==> config.mk <==
export PLATFORM = sky130hd
export DESIGN_NAME = nts_dispatch_scheduler
export DESIGN_NICKNAME = d
export VERILOG_FILES = /design/src/rtl/nts_dispatch_pkg.sv /design/src/rtl/nts_rr_arbiter.sv /design/src/rtl/nts_dispatch_scheduler.sv
export SDC_FILE = /design/constraint.sdc
export NUM_CORES = 1
export LEC_CHECK = 0
export CAP_MARGIN = 20
export CELL_PAD_IN_SITES_DETAIL_PLACEMENT = 2
export CELL_PAD_IN_SITES_GLOBAL_PLACEMENT = 2
export CORE_UTILIZATION = 30
export CTS_BUF_LIST = sky130_fd_sc_hd__clkbuf_4
export CTS_CLUSTER_DIAMETER = 80
export DETAILED_ROUTE_END_ITERATION = 8
export MAX_ROUTING_LAYER = met4
export PLACE_DENSITY = 0.85
export SETUP_SLACK_MARGIN = 0.3
export SYNTH_ARGS = -nofsm -noshare
export SYNTH_HDL_FRONTEND = slang
export SYNTH_SLANG_ARGS = --single-unit
==> constraint.sdc <==
create_clock -name i_clk -period 6.5 [get_ports i_clk]
set_clock_uncertainty 0.05 [all_clocks]
set_input_delay 1.3 -clock i_clk [delete_from_list [all_inputs] [get_ports i_clk]]
set_output_delay 1.3 -clock i_clk [all_outputs]
set_load 0.01 [all_outputs]
==> src/rtl/nts_dispatch_pkg.sv <==
// Shared types and widths for the NTS dispatch scheduler.
package nts_dispatch_pkg;
  localparam int WORD_W         = 64;
  localparam int MASK_W         = 8;
  localparam int DEF_ENGINES    = 4;
  localparam int DEF_ADDR_WIDTH = 7;

  typedef enum logic [2:0] {
    ST_IDLE    = 3'd0,
    ST_SELECT  = 3'd1,
    ST_START   = 3'd2,
    ST_STREAM  = 3'd3,
    ST_DISCARD = 3'd4
  } state_e;
endpackage

==> src/rtl/nts_rr_arbiter.sv <==
// Combinational round-robin pick: first requester at or above i_ptr, wrapping.
module nts_rr_arbiter #(
  parameter int N = 4
) (
  input  logic [N-1:0]         i_req,
  input  logic [$clog2(N)-1:0] i_ptr,
  output logic [N-1:0]         o_grant,
  output logic                 o_valid
);
  localparam int PW = $clog2(N);

  logic [PW-1:0] idx;

  always_comb begin
    o_grant = '0;
    o_valid = 1'b0;
    idx     = '0;
    for (int i = 0; i < N; i++) begin
      idx = PW'((32'(i_ptr) + 32'(i)) % 32'(N));
      if (!o_valid && i_req[idx]) begin
        o_grant[idx] = 1'b1;
        o_valid      = 1'b1;
      end
    end
  end
endmodule

==> src/rtl/nts_dispatch_scheduler.sv <==
// Streams dispatcher frames to a round-robin chosen idle engine (IDLE->SELECT->START->STREAM->DISCARD).
// Optional rd_valid stall watchdog: NTS_DISPATCH_SCHEDULER_WATCHDOG_EN.
module nts_dispatch_scheduler
  import nts_dispatch_pkg::*;
#(
  parameter int ENGINES     = DEF_ENGINES,
  parameter int ADDR_WIDTH  = DEF_ADDR_WIDTH,
  parameter int WDOG_CYCLES = 255
) (
  input  logic                  i_clk,
  input  logic                  i_areset_n,
  input  logic                  i_dispatch_packet_available,
  input  logic                  i_dispatch_fifo_empty,
  input  logic [ADDR_WIDTH-1:0] i_dispatch_counter,
  input  logic [MASK_W-1:0]     i_dispatch_data_valid,
  output logic                  o_dispatch_fifo_rd_start,
  input  logic                  i_dispatch_fifo_rd_valid,
  input  logic [WORD_W-1:0]     i_dispatch_fifo_rd_data,
  output logic                  o_dispatch_packet_read_discard,
  input  logic [ENGINES-1:0]    i_engine_idle,
  output logic [ENGINES-1:0]    o_engine_wr_en,
  output logic [WORD_W-1:0]     o_engine_wr_data,
  output logic                  o_engine_wr_last,
  output logic [MASK_W-1:0]     o_engine_wr_bytes,
  output logic [31:0]           o_packets,
  output logic [31:0]           o_errors
);
  localparam int PW = $clog2(ENGINES);

  if (ENGINES < 2 || ENGINES > 16 || WDOG_CYCLES < 1) begin : g_bad_cfg
    $error("nts_dispatch_scheduler: unsupported parameter values");
  end

  state_e                state_q, state_d;
  logic [ENGINES-1:0]    grant_q, grant_d;
  logic [PW-1:0]         gidx_q, gidx_d, rr_ptr_q, rr_ptr_d, next_ptr, gnt_idx;
  logic [ADDR_WIDTH-1:0] cnt_q, cnt_d;
  logic [MASK_W-1:0]     mask_q, mask_d;
  logic [ADDR_WIDTH:0]   wcnt_q, wcnt_d;
  logic [ENGINES-1:0]    wr_en_q, wr_en_d;
  logic [WORD_W-1:0]     wr_data_q, wr_data_d;
  logic                  wr_last_q, wr_last_d;
  logic [MASK_W-1:0]     wr_bytes_q, wr_bytes_d;
  logic                  discard_q, discard_d;
  logic [31:0]           packets_q, packets_d;
  logic [ENGINES-1:0]    arb_grant;
  logic                  arb_valid;

  nts_rr_arbiter #(.N(ENGINES)) u_arb (
    .i_req   (i_engine_idle),
    .i_ptr   (rr_ptr_q),
    .o_grant (arb_grant),
    .o_valid (arb_valid)
  );

  always_comb begin
    gnt_idx = '0;
    for (int i = 0; i < ENGINES; i++)
      if (arb_grant[i]) gnt_idx = PW'(i);
  end

  assign next_ptr = (gidx_q == PW'(ENGINES - 1)) ? '0 : gidx_q + 1'b1;

`ifdef NTS_DISPATCH_SCHEDULER_WATCHDOG_EN
  localparam int WW = $clog2(WDOG_CYCLES + 1);
  logic [WW-1:0] wdog_q, wdog_d;
  logic [31:0]   errors_q, errors_d;
  logic          wd_fire;

  assign wd_fire = (state_q == ST_STREAM) && !i_dispatch_fifo_rd_valid &&
                   (wdog_q == WW'(WDOG_CYCLES - 1));

  always_comb begin
    wdog_d = '0;
    if (state_q == ST_STREAM && !i_dispatch_fifo_rd_valid) wdog_d = wdog_q + 1'b1;
  end

  always_ff @(posedge i_clk or negedge i_areset_n) begin
    if (!i_areset_n) begin
      wdog_q   <= '0;
      errors_q <= '0;
    end else begin
      wdog_q   <= wdog_d;
      errors_q <= errors_d;
    end
  end

  assign o_errors = errors_q;
`else
  assign o_errors = '0;
`endif

  always_comb begin
    state_d    = state_q;
    grant_d    = grant_q;
    gidx_d     = gidx_q;
    rr_ptr_d   = rr_ptr_q;
    cnt_d      = cnt_q;
    mask_d     = mask_q;
    wcnt_d     = wcnt_q;
    wr_en_d    = '0;
    wr_data_d  = wr_data_q;
    wr_last_d  = 1'b0;
    wr_bytes_d = '0;
    discard_d  = (state_q == ST_DISCARD);
    packets_d  = packets_q;
`ifdef NTS_DISPATCH_SCHEDULER_WATCHDOG_EN
    errors_d   = errors_q;
`endif
    case (state_q)
      // discard_q still high means the dispatcher has not yet dropped the released frame
      ST_IDLE:
        if (i_dispatch_packet_available && !discard_q)
          state_d = i_dispatch_fifo_empty ? ST_DISCARD : ST_SELECT;
      ST_SELECT:
        if (arb_valid) begin
          grant_d = arb_grant;
          gidx_d  = gnt_idx;
          cnt_d   = i_dispatch_counter;
          mask_d  = i_dispatch_data_valid;
          state_d = ST_START;
        end
      ST_START: begin
        wcnt_d  = '0;
        state_d = ST_STREAM;
      end
      ST_STREAM:
        if (i_dispatch_fifo_rd_valid) begin
          wr_en_d    = grant_q;
          wr_data_d  = i_dispatch_fifo_rd_data;
          wr_bytes_d = '1;
          wcnt_d     = wcnt_q + 1'b1;
          if (wcnt_q == {1'b0, cnt_q}) begin
            wr_last_d  = 1'b1;
            wr_bytes_d = mask_q;
            packets_d  = packets_q + 1'b1;
            rr_ptr_d   = next_ptr;
            state_d    = ST_DISCARD;
          end
        end
`ifdef NTS_DISPATCH_SCHEDULER_WATCHDOG_EN
        else if (wd_fire) begin
          wr_en_d    = grant_q;
          wr_data_d  = '0;
          wr_last_d  = 1'b1;
          errors_d   = errors_q + 1'b1;
          rr_ptr_d   = next_ptr;
          state_d    = ST_DISCARD;
        end
`endif
      ST_DISCARD: state_d = ST_IDLE;
      default:    state_d = ST_IDLE;
    endcase
  end

  always_ff @(posedge i_clk or negedge i_areset_n) begin
    if (!i_areset_n) begin
      state_q    <= ST_IDLE;
      grant_q    <= '0;
      gidx_q     <= '0;
      rr_ptr_q   <= '0;
      cnt_q      <= '0;
      mask_q     <= '0;
      wcnt_q     <= '0;
      wr_en_q    <= '0;
      wr_data_q  <= '0;
      wr_last_q  <= 1'b0;
      wr_bytes_q <= '0;
      discard_q  <= 1'b0;
      packets_q  <= '0;
    end else begin
      state_q    <= state_d;
      grant_q    <= grant_d;
      gidx_q     <= gidx_d;
      rr_ptr_q   <= rr_ptr_d;
      cnt_q      <= cnt_d;
      mask_q     <= mask_d;
      wcnt_q     <= wcnt_d;
      wr_en_q    <= wr_en_d;
      wr_data_q  <= wr_data_d;
      wr_last_q  <= wr_last_d;
      wr_bytes_q <= wr_bytes_d;
      discard_q  <= discard_d;
      packets_q  <= packets_d;
    end
  end

  assign o_dispatch_fifo_rd_start       = (state_q == ST_START);
  assign o_dispatch_packet_read_discard = discard_q;
  assign o_engine_wr_en                 = wr_en_q;
  assign o_engine_wr_data               = wr_data_q;
  assign o_engine_wr_last               = wr_last_q;
  assign o_engine_wr_bytes              = wr_bytes_q;
  assign o_packets                      = packets_q;
endmodule

==> results of run 1 <==
flip-flops by register name, indices dropped and copies added, names as in the netlist:
name	cells
cnt_q	7
gidx_q	2
grant_q	4
mask_q	8
o_dispatch_packet_read_discard	1
o_engine_wr_bytes	8
o_engine_wr_data	64
o_engine_wr_en	4
o_engine_wr_last	1
o_packets	32
rr_ptr_q	2
state_q	3
wcnt_q	8
per-stage QoR:
stage          hold slack, ns  instances  cell area, sq um  setup slack [ns]  power, mW
5_1_grt                 0.452       1124              8910              2.51       3.41
6_report                0.436       1124              8910              2.70       3.20
3_3_place_gp            0.407       1091              8570              2.73       2.50
4_1_cts                 0.446       1123              8910              2.62       3.27
3_5_place_dp            0.414       1091              8570              2.64       2.57
2_1_floorplan           0.404        673              6560              3.74       1.92
per-layer routing:
metal | part of all wire | GRT usage | vias up | wire length (um)
met5 | 0 | - | - | 0
li1 | - | - | 2398 | -
met1 | 0.42 | 0.218 | 2591 | 8170
met4 | 0.027 | 0.0789 | 0 | 522
met2 | 0.51 | 0.310 | 153 | 9940
met3 | 0.038 | 0.0319 | 37 | 744
power by group:
part	internal [mW]	leakage (nW)	switching [mW]
Sequential	1.16	1.77	0.180
Combinational	0.584	2.21	0.608
Clock	0.310	0.175	0.360
cells in the mapped netlist (all sizes together) (8+ instances only):
cell    instances  area share
nor3           12       0.014
nor2           36       0.021
xnor2          14       0.019
ha              8       0.016
xor2           28       0.038
nor4            9       0.015
mux2           17       0.030
buf            34       0.040
clkbuf         25       0.015
dfrtp         144        0.56
nand2         212        0.12
inv            13      0.0076
nand3          12      0.0093
cell type report:
cell class	instances	area share
Antenna cell	1	0.000281
Clock buffer	17	0.0143
Clock inverter	15	0.0232
Inverter	15	0.00632
Multi-Input combinational cell	455	0.287
Sequential cell	144	0.404
Tap cell	275	0.0386
Timing Repair Buffer	202	0.226
worst paths after layout:
path	endpoint	cells after the start
setup / recovery	o_dispatch_fifo_rd_start	3
hold / removal	o_engine_wr_data[8]	2
setup reg to reg	gidx_q[1]	7
hold reg to reg	o_engine_wr_data[8]	2
max in group asynchronous	o_packets[4]	2
min in group asynchronous	o_engine_wr_data[31]	1
cells by family (layout without fill, tap and decap cells):
| kind of cell | count (synthesis) | after routing | share of synthesized area |
|---|---|---|---|
| xor gates and xnor gates | 42 | 42 | 0.0571 |
| muxes | 21 | 21 | 0.0418 |
| AOI/OAI and AO/OA | 30 | 30 | 0.0319 |
| buffers and inverters | 74 | 249 | 0.0631 |
| adders and majority gates | 8 | 8 | 0.0155 |
| and+or+nand+nor | 322 | 322 | 0.231 |
| DFF | 144 | 144 | 0.559 |
| other | 1 | 33 | 0.000582 |
worst register-to-register path: stages, from the launching register on:
cell and delay (ns):
sky130_fd_sc_hd__dfrtp_1 0.65, sky130_fd_sc_hd__inv_1 0.16, sky130_fd_sc_hd__ha_1 0.39, sky130_fd_sc_hd__mux4_2 0.59, sky130_fd_sc_hd__nor2b_1 0.24, sky130_fd_sc_hd__a22oi_1 0.10, sky130_fd_sc_hd__o2111ai_1 0.31, sky130_fd_sc_hd__o32a_1 0.23
==> reports/metrics.sh, run 1 <==
OUTCOME='completed'
SLEW_AT_THE_PIN_WITH_THE_WORST_MAX_SLEW_SLACK_NS=0.847
FMAX_GHz=0.263
POWER.DENSITY_CELL_AREA_nW_PER_UM2=359
CTS_TREE='done'
AVGVIACOUNTPERCELL=4.61
CRIT_PATH_START='state_q[2]'
CRITICAL_PATH.SLOWEST_CELL='sky130_fd_sc_hd__clkdlybuf4s50_1'
GRT_SETUP_UNREPAIRED='false'
PLACEABLECOREAREA_SQ_UM=21000
FLOORPLAN.DIE.WIDTH_UM=149
WORST_IR_DROP_VDD_mV=0.142
CPPEAKSTAGEDELAY_NS=0.68
REGISTER_AREA_SQ_UM=3600
SYNTH_TOP_FLOP_CELL='sky130_fd_sc_hd__dfrtp_1'
TIMING.CRITICAL_PATH.BUF_INV=1
LAYOUT.CELLS.MOST_COMMON='sky130_fd_sc_hd__nand2_1'
PATH_CELLS='nand2b_1 > nor2_1 > clkdlybuf4s50_1'
GRT_PASS1_VIAS=5610
LARGEST_NET_DEGREE_AT_THE_START_OF_GLOBAL_ROUTING=88
FINAL-SETUP-VIOL-COUNT=0
WORST_SETUP_PATH_START_KIND='register'
WORSTPATHREQUIRED_NS=5.15
INITIALDRTVIOLATIONCOUNT=156
SETUP-TNS-FINAL_NS=0
ROUTE.ANTENNA.REMAINING_NETS=0
ENDPOINT_KIND='output pin'
TIMING.RR.START='rr_ptr_q[0]'
PORT-BUFFER-COUNT=198
LAYOUT.CELLS.MOST_COMMON_LIST='sky130_fd_sc_hd__nand2_1, sky130_fd_sc_hd__clkdlybuf4s50_1, sky130_fd_sc_hd__dfrtp_1'
PIN_COUNT=231
CP_TOP_FAMILY='simple AND/OR/NAND/NOR gates'
NETS=931
GR-USAGE-ALL-LAYERS=0.185
TIMING.MAX_SLEW.REL_SLACK=0.435
CTS.REPAIR.RESIZED=0
FP.DIEAREA_SQ_UM=22100
GR-TOTAL-OVERFLOW=0
N_FILL_CELL=2232
MULTI_INPUT_COMB_AREA_SQ_UM=2550
DR_PASS1_ITERATIONS=4
CRITICAL_PATH_PEAK_FANOUT=8
CTS_NUM_SINKS=144
AVERAGE_INSTANCE_AREA_AFTER_SYNTHESIS_SQ_UM=10.0
ROUTE.VIAS.TOTAL=5179
DIE_Y_UM=149
MIN_PERIOD_NS=3.80
CTSHOLDBUFFERS=0
FINALWIRELENGTH_UM=19400
YOSYSWARNINGS=0
HTREE_LEVELS=4
SYNTH_AREA_SQ_UM=6440
SYNTHARSTFLOPSHARE=1.00
HOLD_VIOL_FINAL=0
SYNTHESIS.INSTANCES=642
FINAL_MAX_SLEW_VIOL_COUNT=0
LAYOUT-DRIVE-GT1-SHARE=0.0719
REMAINING_DRC_ERRORS=0
INITIAL_UTILIZATION=0.306
ARRIVAL_TIME_OF_THE_WORST_SETUP_PATH_NS=2.45
REG2REG_SETUP_SLACK_NS=3.73
DRV_CAP=0
GPL.FINAL_WEIGHTED_CONGESTION=0.777
UTILIZATION=0.424
CLOCK_LATENCY_NS=0.55
YOSYS_REGISTER_BITS=144
CTS_SETUP_BUFFERS=0
WIRE_LENGTH_OF_THE_FIRST_GLOBAL_ROUTING_PASS_UM=30400
CLOCKBUFFERDEPTH=2
WORST-SETUP-PATH-TYPE='register to output pin'
INITIAL_ANTENNA_VIOLATION_COUNT=1
TRITONCTS.NUM_BUFFERS=17
HPWL_UM=13600
CTS.CLK_SLEW.WORST_PATHS_NS=0.14
TIMING.FINAL.CRIT_SHARE=0.584
SYNTH_SEQ_AREA_SHARE=0.559
CELLLEAKAGEPOWER_nW=4.15
STD_CELL_ROWS=53
AVGROUTEDWIREPERCELL_UM=17.2
SYNTH-EDFF-COUNT=0
AREA_GROWTH_PCT=38.3
HOLD_PATH_CLASS='register to register'
ROOT_BUFFER_SELECTED_BY_CTS='sky130_fd_sc_hd__clkbuf_4'
HP-START='o_engine_wr_data[8]'
YOSYSUNIQUECELLTYPES=57
Note: power is estimated with default switching activity, not from simulation.
==> run 2, diff against run 1 <==
- CORE_UTILIZATION: 30 -> 28
- PLACE_DENSITY: 0.85 -> 0.79
- clock period: 6.5 -> 3.8 ns (I/O delays scaled with it)
==> reports/metrics.sh, run 2 (synthesis gave the netlist of run 1 again) <==
GR-USAGE-ALL-LAYERS=0.168  # -0.0172
FMAX_GHz=0.349
OUTCOME='completed'
GRT_PASS1_VIAS=5475  # -2.4%
INITIALDRTVIOLATIONCOUNT=158  # +1.3%
FLOORPLAN.DIE.WIDTH_UM=154  # +3.5%
HPWL_UM=13200  # -3.2%
HTREE_LEVELS=4  # unchanged
MAX_REG_FLOPS=64  # unchanged
WORSTPATHREQUIRED_NS=2.99  # -2.16 ns
CLOCKBUFFERDEPTH=2  # unchanged
ROUTE.VIAS.TOTAL=5162  # -0.33%
GR-TOTAL-OVERFLOW=0  # unchanged
ROOT_BUFFER_SELECTED_BY_CTS='sky130_fd_sc_hd__clkbuf_4'
AVGROUTEDWIREPERCELL_UM=16.2  # -5.8%
ENDPOINT_KIND='output pin'
LAYOUT-DRIVE-GT1-SHARE=0.0718  # -0.0000847
CELLLEAKAGEPOWER_nW=4.15  # about the same
WIRE_LENGTH_OF_THE_FIRST_GLOBAL_ROUTING_PASS_UM=30000  # -1.3%
ENDPOINT_OF_THE_WORST_SETUP_TIMING_PATH='o_dispatch_fifo_rd_start'
CTSHOLDBUFFERS=0  # unchanged
LAYOUT.CELLS.MOST_COMMON='sky130_fd_sc_hd__nand2_1'
FP.DIEAREA_SQ_UM=23600  # +7.0%
WORST_IR_DROP_VDD_mV=0.192  # +36%
PIN_COUNT=231  # unchanged
REG2REG_DEPTH=7  # unchanged
DRV_CAP=0  # unchanged
DR_PASS1_ITERATIONS=5  # +1
HOLD_PATH_CLASS='input pin to asynchronous set/reset pin'
TRITONCTS.NUM_BUFFERS=17  # unchanged
POWER.DENSITY_CELL_AREA_nW_PER_UM2=598  # +66%
CTS_TREE='done'
LARGEST_NET_DEGREE_AT_THE_START_OF_GLOBAL_ROUTING=81  # -8.0%
TIMING.MAX_SLEW.REL_SLACK=0.381  # -0.0537
AREA_GROWTH_PCT=38.2  # about the same
PLACEABLECOREAREA_SQ_UM=22600  # +7.4%
SETUP-TNS-FINAL_NS=0  # unchanged
CTS_SETUP_BUFFERS=0  # unchanged
TIMING.FINAL.CRIT_SHARE=0.754
REG2REG_SETUP_SLACK_NS=1.05  # -2.68 ns
TIMING.RR.START='rr_ptr_q[0]'
GPL.FINAL_WEIGHTED_CONGESTION=0.760  # -2.2%
PORT-BUFFER-COUNT=198  # unchanged
DIE_Y_UM=154  # +3.5%
WORST-SETUP-PATH-TYPE='register to output pin'
R2R-END='gidx_q[0]'
UTILIZATION=0.395  # -0.0292
HOLD_VIOL_FINAL=0  # unchanged
FINAL_MAX_SLEW_VIOL_COUNT=0  # unchanged
CTS_NUM_SINKS=144  # unchanged
FINALWIRELENGTH_UM=18400  # -4.8%
INITIAL_UTILIZATION=0.285  # -0.0210
ARRIVAL_TIME_OF_THE_WORST_SETUP_PATH_NS=2.06  # -0.39 ns
STD_CELL_ROWS=55  # +3.8%
FINAL-SETUP-VIOL-COUNT=0  # unchanged
ROUTE.ANTENNA.REMAINING_NETS=0  # unchanged
REMAINING_DRC_ERRORS=0  # unchanged
NETS=934  # +0.32%
CRITICAL_PATH_PEAK_FANOUT=8  # unchanged
LAYOUT.CELLS.MOST_COMMON_LIST='sky130_fd_sc_hd__nand2_1, sky130_fd_sc_hd__clkdlybuf4s50_1, sky130_fd_sc_hd__dfrtp_1'
CTS.REPAIR.RESIZED=0  # unchanged
AVGVIACOUNTPERCELL=4.55  # -1.3%
SLEW_AT_THE_PIN_WITH_THE_WORST_MAX_SLEW_SLACK_NS=0.923  # +0.0756 ns
MIN_PERIOD_NS=2.87
N_FILL_CELL=2481  # +11%
CTS.CLK_SLEW.WORST_PATHS_NS=0.13  # about the same
WORST_SETUP_PATH_START_KIND='register'
CLOCK_LATENCY_NS=0.53  # -0.02 ns
INITIAL_ANTENNA_VIOLATION_COUNT=1  # unchanged
CRIT_PATH_START='state_q[2]'
GRT_SETUP_UNREPAIRED='false'
-- run 2: how the worst min path moves through the flow --
| stage | to | depth (start not counted) | slack, ns |
|---|---|---|---|
| after floorplan | o_engine_wr_en[0] | 1 | 0.40 |
| after global placement | o_engine_wr_data[28] | 2 | 0.41 |
| after detailed placement | o_engine_wr_data[34] | 2 | 0.42 |
| after CTS | o_packets[31] | 1 | 0.13 |
| after global routing | o_packets[31] | 1 | 0.12 |
| final | o_packets[31] | 1 | 0.15 |
-- run 2: cell type report --
type	count	area, sq um	share of cell area
clock inverters	11	141	0.0159
inverters	15	56.3	0.00632
multi-input cells	455	2550	0.287
clock buffers	19	143	0.0160
repair buffers	205	2050	0.230
diodes	1	2.50	0.000281
well taps	285	357	0.0400
flip-flops and latches	144	3600	0.405
-- run 2: per-stage QoR --
stage	total power [mW]	setup WS (ns)	hold slack, ns	cells	cell area (sq um)
6_report	5.32	0.933	0.146	1135	8910
5_1_grt	5.71	0.755	0.124	1135	8910
4_1_cts	5.45	0.832	0.132	1134	8900
3_5_place_dp	4.38	0.545	0.416	1104	8620
3_3_place_gp	4.30	0.639	0.407	1104	8620
2_1_floorplan	3.29	1.26	0.404	673	6560
-- run 2: layer usage --
metal / vias up / GRT usage / share of wire
met5: - / - / 0
met4: 0 / 0.0667 / 0.025
met3: 25 / 0.0327 / 0.040
met2: 143 / 0.279 / 0.51
met1: 2587 / 0.199 / 0.43
li1: 2407 / - / -
-- run 2: critical path, stage by stage (launching register included) --
cell and delay, ns:
sky130_fd_sc_hd__dfrtp_1 0.49, sky130_fd_sc_hd__nand2b_1 0.21, sky130_fd_sc_hd__nor2_1 0.24, sky130_fd_sc_hd__clkdlybuf4s50_1 0.59
-- run 2: power breakdown --
| part | internal, mW | switching [mW] |
|---|---|---|
| clock network | 0.462 | 0.565 |
| logic | 1.01 | 1.01 |
| registers | 1.98 | 0.300 |
==> patch 1 (flow settings as in run 1) <==
The option `NTS_DISPATCH_SCHEDULER_WATCHDOG_EN` is turned on by a define.
--- a/src/rtl/nts_dispatch_scheduler.sv
+++ b/src/rtl/nts_dispatch_scheduler.sv
@@ -1,4 +1,6 @@
 // Streams dispatcher frames to a round-robin chosen idle engine (IDLE->SELECT->START->STREAM->DISCARD).
 // Optional rd_valid stall watchdog: NTS_DISPATCH_SCHEDULER_WATCHDOG_EN.
+`define NTS_DISPATCH_SCHEDULER_WATCHDOG_EN
+
 module nts_dispatch_scheduler
   import nts_dispatch_pkg::*;
Behaviour: no difference found for any inputs over 4 cycles, from zero or initial values and one cycle with i_areset_n low; that may be too few to reach the edited logic, so the function may still have changed.
==> patch 1 against run 1 <==
  * Synthesized area is 23% higher
  * Final area up 22%
  * Largest cell class unchanged
  * Sequential power increased by 22%
  * Sequential cell count grew 40
  * Setup slack better by 0.22 ns
  * Cell count rose by 12%
  * Routed wire length rose by 24%
  * Power up 11%
  * Register-to-register slack got worse by 0.08 ns
==> patch 1: results <==
group,metric,value,unit
routing,wl_met3,1060,microns
synth,synthCells,688,
synth,synth_area_leaders,"dfrtp_1 58%, a22o_1 7.2%, xor2_1 4.5%, xnor2_1 4.3%, nand2_1 3.8%",
final_layout,nNetsFinal,1010,
final_layout,antenna_cells,2,
routing,routed-wl-met2,12500,microns
synth,synthMuxAreaShare,1.56,%
global_routing,grt_max_degree,80,
global_routing,grt_pass1_wl,38000,microns
global_routing,grtUsageTotal,18.5,%
final_layout,fill_cells,2706,
final_layout,nonClkBufAreaFrac,21.7,%
routing,wl_per_cell,19.1,microns
min_path,hold_depth,1,
global_routing,grt_pass1_vias,6851,
final_layout,nClkBuffers,18,
final_layout,inverters,28,
power,irDropWorstVdd,0.000179,V
power,p_sw,1.24,mW
placed_design,place.gp.congestion,0.749,
final_layout,seq_share,42.5,%
routing,wl_met1,10200,microns
floorplanning,design.core.area,0.0260,sq mm
placed_design,pre_cts_slack,2.69,ns
placed_design,dpl-instance-area,0.0106,sq mm
run_status,status,"finished clean",
## patch 1: cell count changes in the layout (fill, tap and decap cells not counted), moves of 11 or more
cell / delta
mux2_1: -14
nand4_1: +16
a22o_1: +63
nand2_1: -132
nand3_1: +11
dfrtp_1: +40
xnor2_1: +25
nor3_1: +14
clkdlybuf4s50_1: +32
inv_1: +16
xor2_1: +13
conb_1: -32
## patch 1: worst max-delay path by stage
| stage | slack, ns | endpoint | start | cells past startpoint |
|---|---|---|---|---|
| global placement | 2.76 | wcnt_q[7] | i_dispatch_fifo_rd_valid | 7 |
| CTS | 2.86 | o_dispatch_fifo_rd_start | state_q[1] | 4 |
| global route | 2.73 | o_dispatch_fifo_rd_start | state_q[1] | 4 |
| floorplan | 3.70 | grant_q[1] | i_engine_idle[1] | 5 |
| finish | 2.93 | o_dispatch_fifo_rd_start | state_q[1] | 4 |
| detailed placement | 2.69 | wcnt_q[6] | i_dispatch_fifo_rd_valid | 7 |
==> patch 2 (flow settings as in run 1) <==
Made on the original files. Re-encode `state_e` (5 states) as one-hot, 5 bits wide.
--- a/src/rtl/nts_dispatch_pkg.sv
+++ b/src/rtl/nts_dispatch_pkg.sv
@@ -6,10 +6,10 @@
   localparam int DEF_ADDR_WIDTH = 7;
 
-  typedef enum logic [2:0] {
-    ST_IDLE    = 3'd0,
-    ST_SELECT  = 3'd1,
-    ST_START   = 3'd2,
-    ST_STREAM  = 3'd3,
-    ST_DISCARD = 3'd4
+  typedef enum logic [4:0] {
+    ST_IDLE    = 5'b00001,
+    ST_SELECT  = 5'b00010,
+    ST_START   = 5'b00100,
+    ST_STREAM  = 5'b01000,
+    ST_DISCARD = 5'b10000
   } state_e;
 endpackage
Behaviour: same outputs for any inputs over 4 cycles, from zero or initial values and one cycle with i_areset_n low; so few cycles prove little.
==> patch 2 against run 1 <==
  * Final area up 0.94%
  * Power down 19%
  * First-iteration DRC count down 4.5%
  * Synthesized area up 2.1%
  * Routed wire length down 2.0%
  * Sequential cell count up 2
  * Setup slack better by 0.018 ns
  * Hold slack better by 0.0021 ns
  * Non-clock buffer count unchanged
  * Via count up 2.1%
==> patch 2: results <==
group,metric,value,unit
power,irDropWorstVdd,0.000106,V
placed_design,post-dp-hpwl,13700,microns
synth,synthMuxAreaShare,4.39,%
final_layout,syn_to_final_growth,36.7,%
routing,drtIter0Drc,149,
power,powerDensity,287,mW/mm^2
final_layout,nonClkBufAreaFrac,22.4,%
critical_path,rrSetupSlack,3.59,ns
final_layout,nClkBuffers,19,
routing,via_count,5288,
global_routing,grt_max_degree,97,
global_routing,grt_pass1_vias,5672,
synth,synthCells,652,
min_path,min_from,"o_engine_wr_data[13]",
synth,synth_common_cells,"221 x nand2_1, 145 x dfrtp_1, 35 x buf_4",
synth,ys_seq_area_share,55.5,%
timing,tightest_slew,0.908,ns
min_path,whs_endpoint,"o_engine_wr_data[13]",
final_layout,fill_cells,2282,
final_layout,seq_share,40.6,%
run_status,status,"finished clean",
routing,drt-total-wl,19000,microns
global_routing,grtUsageTotal,17.8,%
power,power_clock,584,uW
final_layout,num-multi-input-gates,468,
critical_path,crit_fanout,11,
synth,synth_area_leaders,"dfrtp_1 55%, nand2_1 13%, xor2_1 4.4%, buf_4 4.0%, mux2_2 3.1%",
critical_path,arrival,2.43,ns
synth,synth_top_area_share,55.1,%
critical_path,r2r-end,"gidx_q[0]",
final_layout,multi_input_area,0.00265,sq mm
placed_design,pre_cts_slack,2.91,ns
placed_design,dp_cells,1105,
synth,synthXorXnorAreaFrac,5.59,%
global_routing,grt_pass1_wl,30200,microns
power,intPower,1.76,mW
placed_design,dpl-instance-area,0.00871,sq mm
final_layout,nNetsFinal,945,
==> patch 2: changes by cell type in the layout (fill, tap and decap cells not counted), sizes merged, moves of 3 or more <==
cell,change
and4,-4
clkinv,-3
nand2,+9
nand4,+4
nor2,-6
nor3,+9
or3,+4
xnor2,-5
xor2,+5
==> patch 2: per-layer routing <==
metal / wire length (microns) / track usage (%) / vias up / part of all wire (%)
met4: 236 / 4.55 / 0 / 1.2
li1: - / - / 2466 / -
met5: 0 / - / - / 0
met1: 8070 / 21.5 / 2663 / 42
met2: 9570 / 29.4 / 141 / 50
met3: 1120 / 4.97 / 18 / 5.9
==> patch 2: worst max-delay path: stages, from the launching register on <==
cell and delay (ns):
dfrtp_1 0.43, or3_1 0.43, nor3b_1 0.27, buf_4 0.23, clkdlybuf4s50_1 0.56
